<file path="src/rtl/mul_rr_scheduler_if.sv">
// Request-side and shared-multiplier signals of mul_rr_scheduler, bundled for port reuse.
// master: requesters plus multiplier; slave: the scheduler itself.
interface mul_rr_scheduler_if;
    logic [3:0]  req;
    logic [15:0] req_x;
    logic [15:0] req_y;
    logic [3:0]  gnt;
    logic [3:0]  done;
    logic [7:0]  result;
    logic        busy;
    logic        mul_en;
    logic [3:0]  mul_x;
    logic [3:0]  mul_y;
    logic [7:0]  mul_p;

    modport master (
        output req, req_x, req_y, mul_p,
        input  gnt, done, result, busy, mul_en, mul_x, mul_y
    );

    modport slave (
        input  req, req_x, req_y, mul_p,
        output gnt, done, result, busy, mul_en, mul_x, mul_y
    );
endinterface

</file>
<file path="src/rtl/mul_rr_scheduler.sv">
// Round-robin arbiter sharing one 4x4 multiplier among 4 requesters; optional MUL_SCHED_ZERO_SKIP_EN.
// Latency: MUL_LAT+3 cycles per operation (IDLE, ISSUE, MUL_LAT x WAIT, CAPTURE); 2 with a zero skip.
// Backpressure: level requests are held off until the scheduler returns to IDLE; no abort once granted.
module mul_rr_scheduler #(
    parameter int MUL_LAT = 9
) (
    input  logic                clk,
    input  logic                rst_n,
    mul_rr_scheduler_if.slave   bus
);
    typedef enum logic [1:0] {IDLE, ISSUE, WAIT, CAPTURE} state_t;

    localparam int CW = (MUL_LAT > 1) ? $clog2(MUL_LAT) : 1;
    localparam logic [CW-1:0] CNT_INIT = CW'(MUL_LAT - 1);

    state_t          state_q;
    logic [1:0]      ptr_q;
    logic [CW-1:0]   cnt_q;
    logic [3:0]      gnt_q;
    logic [3:0]      done_q;
    logic [7:0]      result_q;
    logic            busy_q;
    logic            mul_en_q;
    logic [3:0]      mul_x_q;
    logic [3:0]      mul_y_q;
`ifdef MUL_SCHED_ZERO_SKIP_EN
    logic            skip_q;
`endif

    logic [1:0]      win_d;
    logic [3:0]      x_d;
    logic [3:0]      y_d;

    // Scan from the highest offset down so the closest requester to ptr_q wins.
    always_comb begin
        win_d = ptr_q;
        for (int k = 3; k >= 0; k--) begin
            if (bus.req[ptr_q + 2'(k)]) begin
                win_d = ptr_q + 2'(k);
            end
        end
        x_d = bus.req_x[{win_d, 2'b00} +: 4];
        y_d = bus.req_y[{win_d, 2'b00} +: 4];
    end

    always_ff @(posedge clk or negedge rst_n) begin
        if (!rst_n) begin
            state_q  <= IDLE;
            ptr_q    <= '0;
            cnt_q    <= '0;
            gnt_q    <= '0;
            done_q   <= '0;
            result_q <= '0;
            busy_q   <= 1'b0;
            mul_en_q <= 1'b0;
            mul_x_q  <= '0;
            mul_y_q  <= '0;
`ifdef MUL_SCHED_ZERO_SKIP_EN
            skip_q   <= 1'b0;
`endif
        end else begin
            done_q   <= '0;
            mul_en_q <= 1'b0;
            case (state_q)
                IDLE: begin
                    if (|bus.req) begin
                        ptr_q   <= win_d + 2'd1;
                        gnt_q   <= 4'b0001 << win_d;
                        mul_x_q <= x_d;
                        mul_y_q <= y_d;
                        busy_q  <= 1'b1;
`ifdef MUL_SCHED_ZERO_SKIP_EN
                        if (x_d == 4'd0 || y_d == 4'd0) begin
                            skip_q  <= 1'b1;
                            state_q <= CAPTURE;
                        end else begin
                            skip_q   <= 1'b0;
                            mul_en_q <= 1'b1;
                            state_q  <= ISSUE;
                        end
`else
                        mul_en_q <= 1'b1;
                        state_q  <= ISSUE;
`endif
                    end
                end
                ISSUE: begin
                    cnt_q   <= CNT_INIT;
                    state_q <= WAIT;
                end
                WAIT: begin
                    if (cnt_q == '0) begin
                        state_q <= CAPTURE;
                    end else begin
                        cnt_q <= cnt_q - 1'b1;
                    end
                end
                CAPTURE: begin
`ifdef MUL_SCHED_ZERO_SKIP_EN
                    result_q <= skip_q ? 8'd0 : bus.mul_p;
`else
                    result_q <= bus.mul_p;
`endif
                    done_q  <= gnt_q;
                    gnt_q   <= '0;
                    busy_q  <= 1'b0;
                    state_q <= IDLE;
                end
                default: state_q <= IDLE;
            endcase
        end
    end

    assign bus.gnt    = gnt_q;
    assign bus.done   = done_q;
    assign bus.result = result_q;
    assign bus.busy   = busy_q;
    assign bus.mul_en = mul_en_q;
    assign bus.mul_x  = mul_x_q;
    assign bus.mul_y  = mul_y_q;
endmodule
</file>
<file path="src/flat_wrapper.sv">
// flat-port wrapper written by rule: the top's interface ports become plain ports
module mul_rr_scheduler_flat 
#(
    parameter int MUL_LAT = 9
)
  (clk, rst_n, bus_req, bus_req_x, bus_req_y, bus_mul_p, bus_gnt, bus_done, bus_result, bus_busy, bus_mul_en, bus_mul_x, bus_mul_y);
  mul_rr_scheduler_if bus_i ();
  input  logic clk;
  input  logic rst_n;
  input wire logic [$bits(bus_i.req)-1:0] bus_req;
  input wire logic [$bits(bus_i.req_x)-1:0] bus_req_x;
  input wire logic [$bits(bus_i.req_y)-1:0] bus_req_y;
  input wire logic [$bits(bus_i.mul_p)-1:0] bus_mul_p;
  output wire logic [$bits(bus_i.gnt)-1:0] bus_gnt;
  output wire logic [$bits(bus_i.done)-1:0] bus_done;
  output wire logic [$bits(bus_i.result)-1:0] bus_result;
  output wire logic [$bits(bus_i.busy)-1:0] bus_busy;
  output wire logic [$bits(bus_i.mul_en)-1:0] bus_mul_en;
  output wire logic [$bits(bus_i.mul_x)-1:0] bus_mul_x;
  output wire logic [$bits(bus_i.mul_y)-1:0] bus_mul_y;
  assign bus_i.req = bus_req;
  assign bus_i.req_x = bus_req_x;
  assign bus_i.req_y = bus_req_y;
  assign bus_i.mul_p = bus_mul_p;
  assign bus_gnt = bus_i.gnt;
  assign bus_done = bus_i.done;
  assign bus_result = bus_i.result;
  assign bus_busy = bus_i.busy;
  assign bus_mul_en = bus_i.mul_en;
  assign bus_mul_x = bus_i.mul_x;
  assign bus_mul_y = bus_i.mul_y;
  mul_rr_scheduler #(.MUL_LAT(MUL_LAT)) u_core (.clk(clk), .rst_n(rst_n), .bus(bus_i));
endmodule
</file>
<file path="config.mk">
export PLATFORM = sky130hd
export DESIGN_NAME = mul_rr_scheduler_flat
export DESIGN_NICKNAME = d
export VERILOG_FILES = /design/src/rtl/mul_rr_scheduler_if.sv /design/src/rtl/mul_rr_scheduler.sv /design/src/flat_wrapper.sv
export SDC_FILE = /design/constraint.sdc
export NUM_CORES = 1
export LEC_CHECK = 0
export ABC_AREA = 0
export CORE_MARGIN = 2
export CORE_UTILIZATION = 39
export DETAILED_ROUTE_END_ITERATION = 12
export GPL_TIMING_DRIVEN = 0
export MAX_ROUTING_LAYER = met4
export PLACE_DENSITY_LB_ADDON = 0.2
export SYNTH_ARGS = -nofsm -noshare
export SYNTH_HDL_FRONTEND = slang
export SYNTH_SLANG_ARGS = --single-unit
</file>
<file path="constraint.sdc">
create_clock -name clk -period 1.6 [get_ports clk]
set_input_delay 0.32 -clock clk [delete_from_list [all_inputs] [get_ports clk]]
set_output_delay 0.32 -clock clk [all_outputs]
set_load 0.03 [all_outputs]
</file>
* Word level (Yosys, flattened, before mapping) *
Index checks and enable logic that the tools add are counted.

word-level totals
  register bits = 34
  input port bits = 46
  output and inout port bits = 26
  logic and storage cells = 61

cells by class
  $add $sub $neg = 5
  magnitude comparators = 4
  eq/ne operators = 6
  shift operators = 3
  mux-type cells = 24
  reductions and logical operators = 9

operators by type and width
  cell                 count
  $shiftx 16x5->4      2
  $pmux 4 s2           2
  $lt 2x3->1 const B   4
  $mux 2               6
  $mux 4               3
  $bmux 1 s2           4
  $pmux 2 s4           1
  $reduce_and 2->1     4
  $mux 1               7
  $add 2x1->2 const B  2
  $add 2x2->2 const B  2
  $eq 2x2->1 const B   2
  $logic_not 4->1      1
  $ne 2x1->1 const B   2
  $reduce_bool 2->1    2
  $reduce_or 4->1      1
  $shl 1x2->4 const A  1
  $sub 4x1->4 const B  1
  $eq 2x1->1 const B   1
  $logic_not 2->1      1
  $ne 2x2->1 const B   1
  $pmux 1 s2           1

* Longest topological paths before layout *
Gate-level depths: netlist (run 1).

  depth in word-level cells = 10
  gate-level depth with buffers = 7
  depth with buffers taken out = 7

* Worst setup path before layout (run 1) *
Ideal clock, no wire load.

  path kind = flip-flop to flip-flop
  start point = reg u_core.ptr_q[1]
  end point = reg u_core.mul_x_q[3] (netlist: u_core.bus.mul_x[3])
  setup time = 0.135 ns
  arrival time = 1.463 ns
  data required time = 1.465 ns
  setup slack = 0.002 ns
  stages on the path, launching flop included = 8
  buffers on the path = 2
  clock period less this slack = 1.598 ns
  path through = dfrtp_1 -> buf_2 -> or3_4 -> and4b_1 -> buf_6 -> o21ai_1 -> a211o_1 -> o211ai_1

on the way
  word-level cells in the longest chain between the ends = 8
  elaborated cells on any way between the ends = 16
  those cells by class = 3 x add/sub; 1 x shift; 12 x mux

ends and longest elaborated chain
  item                          line                                            text
  start, declared               mul_rr_scheduler.sv:17                          logic [1:0] ptr_q;
  start signal, assigned        mul_rr_scheduler.sv:67                          ptr_q <= win_d + 2'd1;
  $add 2x2->2                   mul_rr_scheduler.sv:38, mul_rr_scheduler.sv:39
  $bmux 1 s2                    mul_rr_scheduler.sv:38                          if (bus.req[ptr_q + 2'(k)]) begin
  $mux 1 (implied by the code)  mul_rr_scheduler.sv:38
  $mux 2 (3 in a row)           mul_rr_scheduler.sv:38
  $mux 2 *                      mul_rr_scheduler.sv:38
  $shiftx 16x5->4 *             mul_rr_scheduler.sv:42                          x_d = bus.req_x[{win_d, 2'b00} +: 4];
  end signal, assigned          mul_rr_scheduler.sv:56                          mul_x_q <= '0;
  end signal, assigned          mul_rr_scheduler.sv:69                          mul_x_q <= x_d;
  end, declared                 mul_rr_scheduler.sv:24                          logic [3:0] mul_x_q;

Mark *: on every way between the ends. The rest lies on a longest branch, timed or not. The select of a mux whose other input is x is not followed.
A chain may end at the register's enable or synchronous reset.

* Final worst setup path (run 1) *
  start point = reg u_core.ptr_q[1]
  end point = reg u_core.mul_x_q[1] (netlist: u_core.bus.mul_x[1])

Same word-level chain as after synthesis.

==> results of run 1 <==
per-stage QoR:
stage	hold slack (ps)	util	TNS [ps]	power, mW	area, um^2
2_1_floorplan	24.4	-	0	3.31	1810
3_3_place_gp	471	0.583	-25930	4.27	2570
3_5_place_dp	443	0.582	-8610	4.33	2570
4_1_cts	136	0.642	-312	5.18	2830
5_1_grt	176	0.657	-429	5.66	2900
6_report	106	0.657	-0.823	5.27	2900
synthesized netlist by cell type (all sizes together) (2+ instances only):
library cell	n
a211o	8
o211ai	8
nor2b	3
a32o	2
mux2	8
or3	2
nand2b	3
nand3	10
and2	5
nand2	19
nor4	2
mux2i	8
buf	7
inv	7
ha	7
nor2	3
dfrtp	34
o21ai	17
report_power, final:
part / leakage (nW) / total (mW) / internal (mW) / switching [mW]
clock network: 0.0472 / 0.662 / 0.346 / 0.316
logic: 0.889 / 3.13 / 1.36 / 1.77
registers: 0.423 / 1.48 / 1.24 / 0.235
total: 1.36 / 5.27 / 2.95 / 2.32
layout make-up:
class	count	area (um^2)	share of cell area
Multi-Input combinational cell	120	1010	0.349
Inverter	7	26.3	0.00906
Clock inverter	2	12.5	0.00431
Buffer	6	57.6	0.0198
Sequential cell	34	851	0.293
Tap cell	52	65.1	0.0224
Clock buffer	6	82.6	0.0285
Timing Repair Buffer	82	792	0.273
critical path, delay by kind of cell, from the launching register on:
kind                   cells  cell delay, ps
AO/OA/AOI/OAI              1              90
flip-flops                 1             420
AND/OR/NAND/NOR            3             620
buffers and inverters      1             160
multiplexers               1             170
metal layers:
metal	track usage	routed length (um)	part of all wire
met5	-	0	0
met4	0.0440	31	0.0066
met3	0.0569	311	0.067
met2	0.322	2280	0.49
met1	0.246	2060	0.44
flip-flops by register name, summed over array words and instances (netlist names):
register,count
u_core.bus.busy,1
u_core.bus.done,4
u_core.bus.gnt,4
u_core.bus.mul_en,1
u_core.bus.mul_x,4
u_core.bus.mul_y,4
u_core.bus.result,8
u_core.cnt_q,4
u_core.ptr_q,2
u_core.state_q,2
cell usage in the layout (no fill, tap or decap), types with 2 or more instances in the layout:
cell / n
dlygate4sd2_1: 25
o21ai_1: 8
o21ai_0: 5
o211ai_1: 8
inv_1: 7
nand2b_4: 2
ha_1: 4
nand3_1: 8
nor2_1: 3
a211o_1: 8
clkdlybuf4s50_1: 40
clkbuf_8: 6
ha_2: 3
buf_6: 4
mux2_2: 8
dlymetal6s2s_1: 4
dfrtp_1: 34
and2_1: 5
nand3_2: 2
nand2_1: 17
mux2i_1: 7
buf_4: 11
nor2b_1: 2
nor4_2: 2
o21ai_2: 3
a32o_1: 2
nand2_4: 2
final timing paths:
path	start	to	slack [ps]	cells past startpoint
setup / recovery	u_core.ptr_q[1]$_DFFE_PN0P_	u_core.bus.mul_x[1]$_DFFE_PN0P_	-0.8	6
hold / removal	rst_n	u_core.cnt_q[3]$_DFFE_PN0P_	110	1
setup reg to reg	u_core.ptr_q[1]$_DFFE_PN0P_	u_core.bus.mul_x[1]$_DFFE_PN0P_	-0.8	6
hold reg to reg	u_core.bus.busy$_DFFE_PN0P_	u_core.bus.busy$_DFFE_PN0P_	480	1
max in group asynchronous	rst_n	u_core.cnt_q[0]$_DFFE_PN0P_	1010	1
min in group clk	u_core.bus.busy$_DFFE_PN0P_	u_core.bus.busy$_DFFE_PN0P_	480	1
logic make-up after synthesis:
logic type               Yosys count
AO/OA/AOI/OAI                     43
XOR/XNOR                           2
adder cells (fa/ha/maj)            7
buffers and inverters             15
flip-flops                        34
multiplexers                      16
AND/OR/NAND/NOR                   51
timing repair:
item                                    4_1_cts  5_1_grt
buffers inserted                             10        1
endpoints found under the hold margin         0        0
resized for setup                            48       19
gates cloned                                  2        0
pin swaps                                    15        8
endpoints found under the setup margin       46       23
==> results by group, run 1 <==
Logic synthesis
  • Post-synthesis simple-gate area fraction: 0.158
  • Netlist Area Pre-Place: 1810 um^2
  • Top FF cell, synth: dfrtp_1
  • Mux cell area share after synthesis: 0.0942
  • Cells after synthesis: 168
  • Synth top area share: 0.471
  • Synth Area in Compound Gates: 0.170
  • Main combinational cell family by area after synthesis: compound AO/OA/AOI/OAI gates
  • Netlist cell types: 39
  • Area contributors post-synth: dfrtp_1, mux2_2, ha_1, mux2i_1, a211o_1
  • Post-synth EDFFs: 0
  • Synth Area in Adders: 0.0485
  • Post-synth ARST share: 1.00
  • Post-synthesis xor/xnor area fraction: 0.00970
  • Leading area contributor after synthesis: dfrtp_1
  • Flops & latches, synth: 34
  • Warnings from Yosys: 0
  • Sequential fraction of the synthesis area: 0.471
  • Syn Area/Cell: 10.8 um^2
  • Syn Nets: 221

Timing
  • Period utilisation layout: 1.00
  • Actual slew at the worst max-slew pin: 757 ps
  • Clk_skew: 5.34 ps
  • Peak Freq: 625 MHz
  • Final worst path period need: 1600 ps
  • Relative slew margins: 0.495
  • Final Setup Violations: 1
  • Hold Fails Final Rpt: 0
  • Count of pins over their slew limit: 0
  • RSZ-0062 raised after global routing: yes
  • Worst setup margin: -0.823 ps

GRT
  • Largest net degree at the start of global routing: 35
  • GRT Overall Usage: 0.198
  • Total gr overflow: 0
  • Vias in the first global route: 1648
  • Initial antenna violation count: 0
  • First-pass GRT wire length: 7760 um

Pwr
  • VDD IR max: 0.784 mV
  • Leak: 1.36 nW
  • Power per cell area: 1820 nW/um^2

Status
  • Violated checks: negative setup slack
  • Outcome: finished, violations left

Setup path
  • Critical Path RT: 1760 ps
  • Crit-path max FO: 5
  • Highest-delay cell along the critical path: dfrtp_1
  • CP Launch Type: flip-flop
  • Crit-path max cell delay: 420 ps
  • Critical Path End Type: flip-flop
  • CP arrival: 1760 ps
  • WS Path Type: flip-flop to flip-flop
  • Worst-path cell chain: or3_4 > nand4b_4 > nand2_4 > buf_8 > mux2i_2 > o211ai_1

Clock network
  • CTS tree: yes
  • Clk slew on worst S/H paths: 70 ps
  • Hold-fix buffers at CTS: 0
  • H-Tree Depth: 2
  • Clk_lat worst skew: 280 ps
  • Clock root buffer master: clkbuf_8
  • CTS buffer count: 5
  • CTS max path bufs: 2
  • Sink Count: 34

Floorplan
  • Cell Rows: 24
  • Die Y: 72.1 um
  • Starting Density: 0.409
  • IO Pins: 72
  • Core box area: 4410 um^2
  • Die area: 5190 um^2
  • Die Span X: 72.1 um

Routing
  • Remaining DRCs: 0
  • WL final: 4680 um
  • Avg WL per Cell: 15.1 um
  • Total number of vias: 1613
  • DR pass1 iterations: 4
  • Via/cell ratio: 5.22
  • Antenna Nets Post-Route: 0
  • Initial DRC count: 82

Finish
  • Filler Cell Count: 361
  • Final #Nets: 309
  • Synthesis-to-finish area growth: 60.5%
  • # diodes: 0
  • Layout cell share with drive strength beyond 1: 0.241
  • Final non-filler cell total: 309

Placement
  • Dpl ws: -637 ps
  • Final GP Congestion: 0.799
  • PortBufs: 70
  • Dpl cells: 290
  • DP Wirelength: 3110 um

Job
  • Max cap viols: 0

Worst hold path
  • Hold Crit Class: input pin to asynchronous set/reset pin
No activity file was read; power rests on OpenSTA's default activity.
==> run 2, diff against run 1 <==
Settings changed: CELL_PAD_IN_SITES_DETAIL_PLACEMENT set to 1, CELL_PAD_IN_SITES_GLOBAL_PLACEMENT set to 1, CORE_UTILIZATION 39 to 29.
==> run 2 against run 1 <==
  * The flow still finishes with violations (negative setup slack)
  * Largest power group unchanged
  * Highest routed layer unchanged
  * Register-to-register slack worse by 50 ps
  * Total power up 1.1%
  * Die area up 32%
  * Utilization down 17 points
  * First-iteration DRC count down 28%
  * Via count down 0.81%
  * Sequential power about the same
  * Global-route usage down 4.2 points
  * Worst setup slack worse by 45 ps
  * Routed wire length up 7.6%
  * Clock power up 17%
  * Clock skew down 2.5 ps
==> results by group, run 2 (synthesized netlist as in run 1, its figures left out) <==
Setup path
  • Critical Path RT: 1760 ps
  • WS Path Type: flip-flop to flip-flop
  • CP Launch Type: flip-flop
  • CP arrival: 1800 ps
  • Crit-path max FO: 8
  • Critical Path End Type: flip-flop

Routing
  • Total number of vias: 1600
  • Antenna Nets Post-Route: 0
  • Avg WL per Cell: 15.3 um
  • DR pass1 iterations: 4
  • Initial DRC count: 59
  • Remaining DRCs: 0
  • Via/cell ratio: 4.88
  • WL final: 5030 um

Timing
  • Hold WS: 109 ps
  • Worst setup margin: -46.2 ps
  • Final Setup Violations: 5
  • RSZ-0062 raised after global routing: yes
  • Actual slew at the worst max-slew pin: 773 ps
  • Period utilisation layout: 1.03
  • Count of pins over their slew limit: 0
  • Final worst path period need: 1650 ps
  • Hold Fails Final Rpt: 0
  • Relative slew margins: 0.485
  • Clk_skew: 2.82 ps
  • Peak Freq: 607 MHz

Clock network
  • Sink Count: 34
  • CTS buffer count: 5
  • H-Tree Depth: 2
  • Clk slew on worst S/H paths: 70 ps
  • CTS tree: yes
  • Hold-fix buffers at CTS: 0
  • Clock root buffer master: clkbuf_8
  • CTS max path bufs: 2
  • Clk_lat worst skew: 280 ps

GRT
  • Global-route met2 utilization: 0.262
  • Vias in the first global route: 1696
  • Gr busiest metal: met2
  • Largest net degree at the start of global routing: 35
  • First-pass GRT wire length: 8510 um
  • Total gr overflow: 0
  • GRT Overall Usage: 0.156
  • Initial antenna violation count: 0
  • Met1 Resource Use GR: 0.188
  • GR Util met3: 0.0368

Floorplan
  • Cell Rows: 28
  • Core box area: 5960 um^2
  • IO Pins: 72
  • Die area: 6880 um^2
  • Die Y: 82.9 um
  • Die Span X: 82.9 um
  • Starting Density: 0.303

Placement
  • PortBufs: 70
  • Area after DPL: 2600 um^2
  • Dpl ws: -628 ps
  • Final GP Congestion: 0.750
  • DP Wirelength: 3710 um

Job
  • Max cap viols: 0

Finish
  • Layout cell share with drive strength beyond 1: 0.249
  • Most common cell after layout, fill and taps aside: clkdlybuf4s50_1
  • Post-layout instance area: 2910 um^2
  • # diodes: 0
  • Commonest cells after routing, fill and taps aside: clkdlybuf4s50_1, dfrtp_1, dlygate4sd2_1
  • Number of flip-flops in the largest register: 8
  • Final #Nets: 305
  • Synthesis-to-finish area growth: 60.9%

Status
  • Violated checks: negative setup slack
  • Outcome: finished, violations left

Pwr
  • Power per cell area: 1830 nW/um^2
  • Leak: 1.35 nW
  • VDD IR max: 0.750 mV

Worst hold path
  • Hold Crit Class: input pin to asynchronous set/reset pin
-- run 2: power by group --
part	internal (mW)	leakage, nW	switching [mW]
combinational	1.29	0.877	1.77
sequential	1.24	0.422	0.247
clock	0.466	0.0524	0.310
-- run 2: final cells by class --
class / count / area, um^2
multi-input cells: 119 / 1010
well taps: 75 / 93.8
fillers: 679 / 3050
clock buffers: 7 / 76.3
clock inverters: 1 / 30.0
inverters: 7 / 26.3
repair buffers: 78 / 751
flip-flops and latches: 34 / 852
plain buffers: 7 / 65.1
-- run 2: critical path, cell delays in order, from the launching register on --
cell and delay, ps:
dfrtp_2 440, or3_4 350, and4b_1 220, buf_6 150
o21ai_2 120, a211o_1 140, o211ai_1 100
-- run 2: per-layer routing --
| metal | part of all wire | wire length (um) | vias up |
|---|---|---|---|
| li1 | - | - | 774 |
| met4 | 0.012 | 61 | 0 |
| met1 | 0.43 | 2170 | 773 |
| met5 | 0 | 0 | - |
| met3 | 0.047 | 239 | 7 |
| met2 | 0.51 | 2560 | 46 |
-- run 2: repair_timing --
item,in CTS,in global routing
setup buffers,4,4
resized for setup,43,24
pin swaps,19,14
hold endpoints to repair,0,0
setup endpoints to repair,49,23
-- run 2: stage by stage --
stage,utilization,TNS (ps),power [mW],std cells
2_1_floorplan,-,0,3.31,168
3_3_place_gp,0.437,-28980,4.35,313
3_5_place_dp,0.436,-9500,4.41,313
4_1_cts,0.469,-109,5.21,324
5_1_grt,0.488,-669,5.74,328
6_report,0.488,-106,5.33,328
-- run 2: worst paths after layout --
path                       cells past startpoint                              end  slack [ps]                             from
hold / removal                                 1  u_core.bus.mul_x[1]$_DFFE_PN0P_         110                            rst_n
setup reg to reg                               6  u_core.bus.mul_y[3]$_DFFE_PN0P_         -50      u_core.ptr_q[1]$_DFFE_PN0P_
max in group asynchronous                      1      u_core.ptr_q[1]$_DFFE_PN0P_         950                            rst_n
hold reg to reg                                2  u_core.bus.mul_x[2]$_DFFE_PN0P_         500  u_core.bus.mul_x[2]$_DFFE_PN0P_
min in group clk                               4    u_core.state_q[0]$_DFFE_PN0P_         410                       bus_req[3]
setup / recovery                               6  u_core.bus.mul_y[3]$_DFFE_PN0P_         -50      u_core.ptr_q[1]$_DFFE_PN0P_
==> run 3, diff against run 2 <==
Settings changed: ABC_CLOCK_PERIOD_IN_PS set to 1600, PLACE_DENSITY_LB_ADDON 0.2 to 0.1.
==> run 3 against run 2 <==
  * First-iteration DRC count down 69%
  * The flow still finishes with violations (negative setup slack)
  * Largest power group unchanged
  * Register-to-register slack about the same
  * Sequential power about the same
==> results by group, run 3 (synthesized netlist as in run 1, its figures left out) <==
Floorplan
  • Starting Density: 0.303
  • Die Span X: 82.9 um
  • Die Y: 82.9 um
  • IO Pins: 72
  • Core box area: 5960 um^2
  • Cell Rows: 28
  • Die area: 6880 um^2

Pwr
  • Part of the power in the clock network: 0.148
  • Combinational Power Share: 0.580
  • Internal Power: 3.05 mW
  • Switch share: 0.438
  • VDD IR max: 0.823 mV
  • Leak: 1.29 nW
  • Reg power frac: 0.272
  • Switch Pwr: 2.38 mW
  • Power per cell area: 1850 nW/um^2

Finish
  • Register area: 851 um^2
  • Filler Cell Count: 673
  • Multi-input logic area: 1020 um^2
  • # diodes: 0
  • Layout cell share with drive strength beyond 1: 0.240
  • Commonest cells after routing, fill and taps aside: clkdlybuf4s50_1, dfrtp_1, dlygate4sd2_1
  • Final #Nets: 306
  • Number of flip-flops in the largest register: 8
  • Synthesis-to-finish area growth: 62.3%
  • Post-layout instance area: 2930 um^2
  • Most common cell after layout, fill and taps aside: clkdlybuf4s50_1

Placement
  • PortBufs: 70
  • Final GP Congestion: 0.741
  • Dpl ws: -651 ps
  • DP Wirelength: 3540 um
  • Area after DPL: 2600 um^2

Setup path
  • Critical path endpoint: u_core.bus.mul_x[0]$_DFFE_PN0P_
  • Register-to-Register Path Depth: 6
  • R2R Path End: u_core.bus.mul_x[0]$_DFFE_PN0P_
  • Crit-path max FO: 5
  • Critical Path RT: 1810 ps
  • Reg2reg setup slack: -40 ps
  • WS Path Type: flip-flop to flip-flop
  • RR Startpoint: u_core.ptr_q[1]$_DFFE_PN0P_
  • CP Launch Point: u_core.ptr_q[1]$_DFFE_PN0P_
  • CP arrival: 1840 ps
  • Critical Path End Type: flip-flop
  • CP Launch Type: flip-flop

Clock network
  • Clk slew on worst S/H paths: 70 ps
  • Clk_lat worst skew: 290 ps
  • Clock root buffer master: clkbuf_8
  • CTS tree: yes
  • H-Tree Depth: 2
  • Hold-fix buffers at CTS: 0
  • Sink Count: 34
  • CTS buffer count: 5
  • CTS max path bufs: 2

Timing
  • Hold Fails Final Rpt: 0
  • Clk_skew: 3.47 ps
  • Relative slew margins: 0.483
  • Hold WS: 106 ps
  • Actual slew at the worst max-slew pin: 775 ps
  • Peak Freq: 610 MHz
  • RSZ-0062 raised after global routing: yes
  • Final Setup Violations: 4
  • Final worst path period need: 1640 ps
  • Count of pins over their slew limit: 0
  • Period utilisation layout: 1.02
  • Worst setup margin: -38.5 ps

Job
  • Max cap viols: 0

Routing
  • Initial DRC count: 18
  • WL final: 5250 um
  • Total number of vias: 1594
  • Antenna Nets Post-Route: 0
  • DR pass1 iterations: 4
  • Remaining DRCs: 0
  • Via/cell ratio: 4.84
  • Avg WL per Cell: 15.9 um

GRT
  • GRT Overall Usage: 0.157
  • First-pass GRT wire length: 8500 um
  • Initial antenna violation count: 0
  • Total gr overflow: 0
  • Largest net degree at the start of global routing: 35
  • Vias in the first global route: 1706

Status
  • Outcome: finished, violations left
  • Violated checks: negative setup slack

Worst hold path
  • Hold Crit Class: input pin to asynchronous set/reset pin
-- run 3: cell types whose count changed in the layout (fill, tap and decap cells not counted), sizes merged --
cell	delta
buf	-1
clkbuf	-1
clkinvlp	+2
dlygate4sd2	+5
dlymetal6s2s	-5
nand4b	+1
-- run 3: worst min path at each step --
stage                                         to                   startpoint  cells past startpoint  slack, ps
floorplan            u_core.bus.busy$_DFFE_PN0P_                        rst_n                      0         20
CTS                 u_core.bus.done[1]$_DFF_PN0_                        rst_n                      1        140
global route        u_core.bus.done[1]$_DFF_PN0_                        rst_n                      1        170
global placement     u_core.bus.busy$_DFFE_PN0P_  u_core.bus.busy$_DFFE_PN0P_                      1        470
finish               u_core.cnt_q[2]$_DFFE_PN0P_                        rst_n                      1        110
detailed placement   u_core.cnt_q[2]$_DFFE_PN0P_                        rst_n                      1        460
-- run 3: routing by layer --
layer | part of all wire | track usage | vias to the layer above
li1 | - | - | 776
met1 | 0.45 | 0.197 | 753
met2 | 0.49 | 0.250 | 57
met3 | 0.055 | 0.0487 | 8
met4 | 0.010 | 0.0343 | 0
met5 | 0 | - | -
-- run 3: power by group through the flow --
stage | clock network [mW] | registers, mW | logic (mW)
2_1_floorplan | 0 | 1.99 | 1.32
3_3_place_gp | 0 | 1.47 | 2.86
3_5_place_dp | 0 | 1.48 | 2.91
4_1_cts | 0.829 | 1.46 | 2.98
5_1_grt | 0.875 | 1.54 | 3.42
6_report | 0.803 | 1.48 | 3.15
-- run 3: worst max-delay path, stage by stage (launching register included) --
cell and delay, ps:
dfrtp_1 420, or3_4 380, nand4b_4 140, nand2_4 100, buf_12 170, mux2i_4 180
o211ai_1 170
-- run 3: layout make-up --
type | instances | share of cell area
multi-input combinational | 120 | 0.348
sequential | 34 | 0.290
timing repair buffer | 78 | 0.256
tap | 75 | 0.0320
buffer | 7 | 0.0265
clock buffer | 5 | 0.0235
clock inverter | 3 | 0.0154
inverter | 7 | 0.00896
-- run 3: stage by stage --
step / setup TNS, ps / std cells / utilization / total power [mW]
finish: -72.2 / 329 / 0.492 / 5.43
global route: -731 / 329 / 0.492 / 5.84
global placement: -31050 / 313 / 0.437 / 4.33
CTS: -1030 / 325 / 0.476 / 5.28
detailed placement: -9660 / 313 / 0.436 / 4.39
floorplan: 0 / 168 / - / 3.31
-- run 3: repair_timing --
action,in CTS,in global routing
endpoints found under the setup margin,53,17
setup buffers,3,4
gates cloned,1,1
resized for setup,55,12
pin swaps,26,13
